## src/rtl/lsu_ctrl.sv

```systemverilog
// lsu_ctrl: load/store unit that maps byte/half/word accesses, aligned or not, onto word-wide memory cycles.
// Optional macro LSU_MISALIGN_TRAP_EN: misaligned accesses return err_o instead of being split.
module lsu_ctrl #(
  parameter int REG_SIZE = 32
) (
  input  logic                clk_i,
  input  logic                rst_ni,
  input  logic                req_i,
  input  logic                we_i,
  input  logic [2:0]          funct3_i,
  input  logic [REG_SIZE-1:0] addr_i,
  input  logic [REG_SIZE-1:0] wdata_i,
  output logic                ready_o,
  output logic                valid_o,
  output logic [REG_SIZE-1:0] rdata_o,
  output logic                err_o,
  output logic                mem_we_o,
  output logic [REG_SIZE-1:0] mem_addr_o,
  output logic [REG_SIZE-1:0] mem_wdata_o,
  input  logic [REG_SIZE-1:0] mem_rdata_i
);

  typedef enum logic [2:0] {IDLE, RD_LO, RD_HI, WR_LO, WR_HI, DONE} state_t;

  state_t      state_reg;
  logic        we_reg;
  logic        span_reg;
  logic [2:0]  funct3_reg;
  logic [1:0]  off_reg;
  logic [29:0] word_reg;
  logic [31:0] wdata_reg;
  logic [31:0] lo_reg;
  logic [31:0] hi_reg;
  logic [31:0] merged_hi_reg;
  logic        valid_reg;
  logic        err_reg;
  logic        mem_we_reg;
  logic [31:0] rdata_reg;
  logic [31:0] mem_addr_reg;
  logic [31:0] mem_wdata_reg;

  logic [1:0]  req_off;
  logic [2:0]  req_size;
  logic        req_span;
  logic        req_legal;
  logic        req_trap;
  logic        req_sw_aligned;

  assign req_off        = addr_i[1:0];
  assign req_size       = (funct3_i[1:0] == 2'b00) ? 3'd1 :
                          (funct3_i[1:0] == 2'b01) ? 3'd2 : 3'd4;
  assign req_span       = ({1'b0, req_off} + req_size) > 3'd4;
  assign req_legal      = we_i ? (funct3_i inside {3'b000, 3'b001, 3'b010})
                               : (funct3_i inside {3'b000, 3'b001, 3'b010, 3'b100, 3'b101});
  assign req_sw_aligned = we_i && (funct3_i == 3'b010) && (req_off == 2'b00);

`ifdef LSU_MISALIGN_TRAP_EN
  logic req_misalign;
  assign req_misalign = ((req_size == 3'd2) && req_off[0]) ||
                        ((req_size == 3'd4) && (req_off != 2'b00));
  assign req_trap     = !req_legal || req_misalign;
`else
  assign req_trap     = !req_legal;
`endif

  logic [31:0] wlo;
  logic [31:0] whi;
  logic [31:0] cur_lo;
  logic [31:0] cur_hi;
  logic [63:0] old64;
  logic [31:0] ld_word;
  logic [31:0] load_result;
  logic [7:0]  size_mask;
  logic [7:0]  byte_mask;
  logic [63:0] wshift;
  logic [63:0] merged;

  assign wlo = {word_reg, 2'b00};
  assign whi = {word_reg + 30'd1, 2'b00};

  // The word being read this cycle is used directly so the FSM needs no extra capture state.
  assign cur_lo = (state_reg == RD_LO) ? mem_rdata_i : lo_reg;
  assign cur_hi = (state_reg == RD_HI) ? mem_rdata_i : hi_reg;
  assign old64  = {cur_hi, cur_lo};

  always_comb begin
    case (off_reg)
      2'd0:    ld_word = old64[31:0];
      2'd1:    ld_word = old64[39:8];
      2'd2:    ld_word = old64[47:16];
      default: ld_word = old64[55:24];
    endcase
  end

  always_comb begin
    case (funct3_reg)
      3'b000:  load_result = {{24{ld_word[7]}}, ld_word[7:0]};
      3'b001:  load_result = {{16{ld_word[15]}}, ld_word[15:0]};
      3'b010:  load_result = ld_word;
      3'b100:  load_result = {24'h0, ld_word[7:0]};
      3'b101:  load_result = {16'h0, ld_word[15:0]};
      default: load_result = 32'h0;
    endcase
  end

  assign size_mask = (funct3_reg[1:0] == 2'b00) ? 8'h01 :
                     (funct3_reg[1:0] == 2'b01) ? 8'h03 : 8'h0F;
  assign byte_mask = size_mask << off_reg;
  assign wshift    = {32'h0, wdata_reg} << {off_reg, 3'b000};

  generate
    for (genvar gi = 0; gi < 8; gi++) begin : g_merge
      assign merged[8*gi +: 8] = byte_mask[gi] ? wshift[8*gi +: 8] : old64[8*gi +: 8];
    end
  endgenerate

  always_ff @(posedge clk_i) begin
    if (!rst_ni) begin
      state_reg     <= IDLE;
      we_reg        <= 1'b0;
      span_reg      <= 1'b0;
      funct3_reg    <= 3'b000;
      off_reg       <= 2'b00;
      word_reg      <= 30'h0;
      wdata_reg     <= 32'h0;
      lo_reg        <= 32'h0;
      hi_reg        <= 32'h0;
      merged_hi_reg <= 32'h0;
      valid_reg     <= 1'b0;
      err_reg       <= 1'b0;
      mem_we_reg    <= 1'b0;
      rdata_reg     <= 32'h0;
      mem_addr_reg  <= 32'h0;
      mem_wdata_reg <= 32'h0;
    end else begin
      valid_reg <= 1'b0;
      case (state_reg)
        IDLE: begin
          if (req_i) begin
            we_reg     <= we_i;
            span_reg   <= req_span;
            funct3_reg <= funct3_i;
            off_reg    <= req_off;
            word_reg   <= addr_i[31:2];
            wdata_reg  <= wdata_i;
            if (req_trap) begin
              state_reg <= DONE;
              valid_reg <= 1'b1;
              err_reg   <= 1'b1;
              rdata_reg <= 32'h0;
            end else if (req_sw_aligned) begin
              state_reg     <= WR_LO;
              mem_we_reg    <= 1'b1;
              mem_addr_reg  <= {addr_i[31:2], 2'b00};
              mem_wdata_reg <= wdata_i;
            end else begin
              state_reg    <= RD_LO;
              mem_addr_reg <= {addr_i[31:2], 2'b00};
            end
          end
        end
        RD_LO: begin
          lo_reg <= mem_rdata_i;
          if (span_reg) begin
            state_reg    <= RD_HI;
            mem_addr_reg <= whi;
          end else if (we_reg) begin
            state_reg     <= WR_LO;
            mem_we_reg    <= 1'b1;
            mem_addr_reg  <= wlo;
            mem_wdata_reg <= merged[31:0];
          end else begin
            state_reg    <= DONE;
            valid_reg    <= 1'b1;
            err_reg      <= 1'b0;
            rdata_reg    <= load_result;
            mem_addr_reg <= 32'h0;
          end
        end
        RD_HI: begin
          hi_reg <= mem_rdata_i;
          if (we_reg) begin
            state_reg     <= WR_LO;
            mem_we_reg    <= 1'b1;
            mem_addr_reg  <= wlo;
            mem_wdata_reg <= merged[31:0];
            merged_hi_reg <= merged[63:32];
          end else begin
            state_reg    <= DONE;
            valid_reg    <= 1'b1;
            err_reg      <= 1'b0;
            rdata_reg    <= load_result;
            mem_addr_reg <= 32'h0;
          end
        end
        WR_LO: begin
          if (span_reg) begin
            state_reg     <= WR_HI;
            mem_addr_reg  <= whi;
            mem_wdata_reg <= merged_hi_reg;
          end else begin
            state_reg    <= DONE;
            mem_we_reg   <= 1'b0;
            mem_addr_reg <= 32'h0;
            valid_reg    <= 1'b1;
            err_reg      <= 1'b0;
            rdata_reg    <= 32'h0;
          end
        end
        WR_HI: begin
          state_reg    <= DONE;
          mem_we_reg   <= 1'b0;
          mem_addr_reg <= 32'h0;
          valid_reg    <= 1'b1;
          err_reg      <= 1'b0;
          rdata_reg    <= 32'h0;
        end
        DONE: begin
          state_reg <= IDLE;
        end
        default: begin
          state_reg <= IDLE;
        end
      endcase
    end
  end

  assign ready_o     = (state_reg == IDLE);
  assign valid_o     = valid_reg;
  assign rdata_o     = rdata_reg;
  assign err_o       = err_reg;
  // Gated so no write can slip out in the cycle a reset is being applied.
  assign mem_we_o    = mem_we_reg & rst_ni;
  assign mem_addr_o  = mem_addr_reg;
  assign mem_wdata_o = mem_wdata_reg;

endmodule
```

## config.mk

```make
export PLATFORM = sky130hd
export DESIGN_NAME = lsu_ctrl
export DESIGN_NICKNAME = d
export VERILOG_FILES = /design/src/rtl/lsu_ctrl.sv
export SDC_FILE = /design/constraint.sdc
export NUM_CORES = 1
export LEC_CHECK = 0
export ABC_AREA = 1
export CAP_MARGIN = 10
export CORE_MARGIN = 4
export CORE_UTILIZATION = 30
export DETAILED_ROUTE_END_ITERATION = 12
export PLACE_DENSITY_LB_ADDON = 0.3
export SYNTH_ARGS = -nofsm -noshare
export SYNTH_HDL_FRONTEND = slang
export SYNTH_SLANG_ARGS = --single-unit
```

## constraint.sdc

```tcl
create_clock -name clk_i -period 2.14 [get_ports clk_i]
set_clock_uncertainty 0.1 [all_clocks]
set_input_delay 0.428 -clock clk_i [delete_from_list [all_inputs] [get_ports clk_i]]
set_output_delay 0.428 -clock clk_i [all_outputs]
set_load 0.1 [all_outputs]
```

Word level (Yosys, flattened, before mapping). Cells that the tools add are included.

Reduce and logical (&&, ||, !) cells: 19. Bitwise gates (word level): 1. Add/sub/neg operators: 2. Muxes and demuxes: 61. Equality and inequality tests: 23. Magnitude comparators: 1. Shift operators: 2.

Operators with widths (count): $mux 32 (18); $pmux 32 s5 (3); $pmux 32 s4 (1); $pmux 32 s3 (1); $mux 8 (8); $shl 32x5->64 (1); $add 30x1->30 const B (1); $mux 3 (6); $mux 1 (17); $eq 3x3->1 const B (5); $pmux 1 s5 (3); $pmux 3 s5 (1); $eq 3x2->1 const B (4); $reduce_and 6->1 (2); $ne 2x2->1 const B (5); $reduce_bool 5->1 (2); $eq 3x1->1 const B (3); $logic_not 3->1 (3); $logic_not 2->1 (4); $mux 4 (2); $shl 4x2->8 (1); $eq 2x1->1 const B (3); $reduce_and 5->1 (1); $ne 2x1->1 const B (2); other kinds (10) (12).

Bits in registers: 267. Input port bits: 103. Output and inout bits: 100.

Longest topological paths before layout.
Depth in word-level cells: 8. Gate-level depth with buffers: 14.

Least setup slack after synthesis. OpenSTA, ideal clock, no wires.

Path kind: input to output. Start: in rst_ni. End: out mem_we_o. Path buffers: 3. Cell stages on the path: 5. Arrival time: 1872 ps. Path slack: -260 ps. Cells stage by stage: clkbuf_1 clkbuf_1 clkbuf_1 nand2_1 inv_1.

Longest elaborated chain between the ends: 1.

RTL lines: start, declared (RTL line 7) `input logic rst_ni,`; $and 1x1->1 (RTL line 233) `assign mem_we_o = mem_we_reg & rst_ni;`; end, declared (RTL line 17) `output logic mem_we_o,`.

No other way between the ends.

Worst setup path in the final report.
Start: reg state_reg[1]. End: out ready_o.

Longest elaborated chain between the ends: 1.

RTL lines: start, declared (RTL line 25) `state_t state_reg;`; start signal, assigned (RTL line 119) `state_reg <= IDLE;`; start signal, assigned (RTL line 147) `state_reg <= DONE;`; start signal, assigned (RTL line 152) `state_reg <= WR_LO;`; $logic_not 3->1 (RTL line 228) `assign ready_o = (state_reg == IDLE);`; end, declared (RTL line 13) `output logic ready_o,`.

No other way between the ends.

==> reports/qor.yml <==
status: "complete, no violations"
ys_seq_area_share_pct: 36.79
crit_chain: "inv_2, nand2_2, nor2_4, buf_6, buf_12"
grt_pass1_wl_mm: 90.70
cp_num_buf_inv: 3
num-fill-cells: 4856
start_util_pct: 30.55
cp.depth: 5
gp_congestion: 0.9315
cp.required_ps: 1610
cts_inserted_buffers: 34
die_area_sq_um: 50130
io_pins: 203
syn-mean-instance-area_sq_um: 6.379
area_growth_pct: 34.80
synth_enable_flop_cells: 0
cpPeakStageDelay_ps: 340
row_count: 78
cts_tree: "built"
rrSetupSlack_ps: 70
crit_slowest_cell: "dfxtp_2"
cap_viol_max_count: 0
finalSetupViolations: 0
ys_types: 47
async_reset_ff_share_pct: 0
chipWidth_um: 223.9
rsz0062_at_grt: "true"
grt_max_degree: 78
drt_pass1_iterations: 5
hold_path_depth: 3
rr_worst_depth: 10
antenna_found_initial: 2
crit_family: "buffers and inverters"
grt_overflow: 0
cts.path.max_buffers: 3
grt_pass1_vias: 14980
end_kind: "primary output"
hold_class: "in2reg"
path_clk_slew_ps: 60
hpwl_mm: 46.19
p_per_area_nw_per_um2: 1260
finalWirelength_mm: 61.27
finalCritPeriodShare_pct: 97.18
hold_violations: 0
layout-drive-gt1-share_pct: 16.11
clkLatencyLatePin_ps: 550
post-route-min-period_ps: 2080
ctsRootBufferMaster: "clkbuf_16"
irDropWorstVdd_mv: 0.9424
avgRoutedWirePerCell_um: 19.71
drcViolationCount: 0
ff_latch_area_sq_um: 5150
worst_ep_arrival_time_ps: 1550
synth_warnings: 0
viasPerCell: 5.094
core_area_sq_um: 45770
die_h_um: 223.9
drtIter0Drc: 1355
power.leakage_uw: 0.008141
final_nets: 2590
cp-start-kind: "flop"
yosys.area.top_type: "dfxtp_1"
cts_htree_levels: 2
ys_ff_latch: 257
total_power_uw: 23750
dr_total_vias: 15830
fin_tns_setup_ps: 0
hold_ws_ps: 149.4
dominantRegCellSynth: "dfxtp_1"
syn_inst: 2192
cts_sinks: 257
grt_usage_pct: 23.21
synth_area_sq_um: 13980
synthTopCellsByArea: "dfxtp_1, nand2_1, a21oi_1, o21ai_0, inv_1"
ant_nets: 0
path_max_fanout: 5
yosys.area.top_type_share_pct: 36.79
fmax_mhz: 480.8
port_buffers: 200
multi_input_area_sq_um: 7266
crit_type: "reg2out"
maxSlewViolCount: 0
-- power by group --
group | switching, uW | leakage, uW | total, uW | internal (uW)
sequential | 530 | 0.00211 | 6170 | 5640
combinational | 8390 | 0.00549 | 11800 | 3460
clock | 2270 | 0.000548 | 5740 | 3470
-- metal layers --
layer	GRT usage [%]	vias to the layer above	part of all wire, %
met5	0	-	0.021
met4	7.218	2	3.2
met2	39.91	640	48
met3	4.128	95	7.0
li1	-	7769	-
met1	29.70	7325	42
-- worst paths after layout --
check / from / endpoint
setup reg to reg: off_reg[0] / rdata_o[11]
hold / removal: rst_ni / wdata_reg[31]
setup / recovery: state_reg[1] / ready_o
hold reg to reg: mem_wdata_o[8] / mem_wdata_o[8]
-- cell families (layout without fill, tap and decap cells) --
kind of cell / after synthesis / in the layout / synth area share, %
AND/OR/NAND/NOR: 923 / 923 / 28.17
AO/OA/AOI/OAI: 592 / 592 / 22.87
buffers and inverters: 414 / 728 / 11.69
flip-flops: 257 / 257 / 36.79
adder cells (fa/ha/maj): 3 / 3 / 0.3221
XOR/XNOR: 2 / 2 / 0.1253
other: 1 / 3 / 0.02682
-- stage by stage --
stage	setup WS (ps)	std cells	cell area, sq um	utilization (%)
detailed placement	-310.2	3046	17650	38.55
CTS	9.513	3106	18760	40.99
global placement	-226.9	3046	17650	38.55
global route	-14.84	3107	18850	41.18
floorplan	-61.53	2193	13990	-
finish	60.27	3108	18850	41.18
-- Yosys cell counts (all sizes together) (21+ instances only) --
library cell,n
clkbuf,89
inv,274
a21oi,259
a22oi,21
nor3,31
nand4,30
buf,49
o21ai,253
nand3,168
nand2,493
nor2,169
dfxtp,257
-- what timing repair did --
| action | in CTS | in global routing |
|---|---|---|
| endpoints found under the hold margin | 0 | 0 |
| buffers inserted | 1 | 0 |
| hold buffers | 0 | 0 |
| gates cloned | 0 | 1 |
| pin swaps | 1 | 0 |
| setup endpoints to repair | 15 | 60 |
| gates resized for setup | 2 | 25 |
-- cell usage in the layout (no fill, tap or decap), types with 3 or more instances in the layout --
cell type,Yosys,layout
buf_6,3,3
buf_4,3,264
clkinv_2,0,3
buf_12,0,24
nand4_1,30,30
o221a_2,5,5
a22oi_1,21,21
inv_2,8,10
or2_2,9,9
clkdlybuf4s50_1,0,101
a31oi_1,7,7
clkbuf_1,89,8
nand2_1,485,480
inv_1,266,262
nand2_2,7,11
nor2_4,3,5
o211ai_1,12,12
clkbuf_16,0,36
dfxtp_1,257,253
nor2_2,1,8
nand3_1,167,167
and2_1,19,19
a21oi_1,259,259
o21bai_1,3,3
clkbuf_8,0,10
nor3_1,30,29
o21a_1,14,14
a22o_1,4,4
o22ai_1,6,6
o21ai_0,242,238
dfxtp_2,0,4
o21ai_1,11,14
nor2_1,165,156
-- area by class of cell --
class,instances,share of cell area [%]
Inverter,276,5.529
Multi-Input combinational cell,1522,38.55
Sequential cell,257,27.32
Antenna cell,1,0.01328
Clock inverter,6,0.3319
Tap cell,600,3.983
Timing Repair Buffer,393,18.74
Clock buffer,53,5.536
-- worst reg2reg max path: stages (launching register included) --
cell      delay [ps]
dfxtp_1          380
buf_12           290
nand2_1          160
clkinv_1         140
nand3_1          100
nand4_1          160
nand2_2          100
buf_4            190
o21ai_1          180
nand2_1          100
a21oi_1          130
Power figures use the tool's default switching activity.
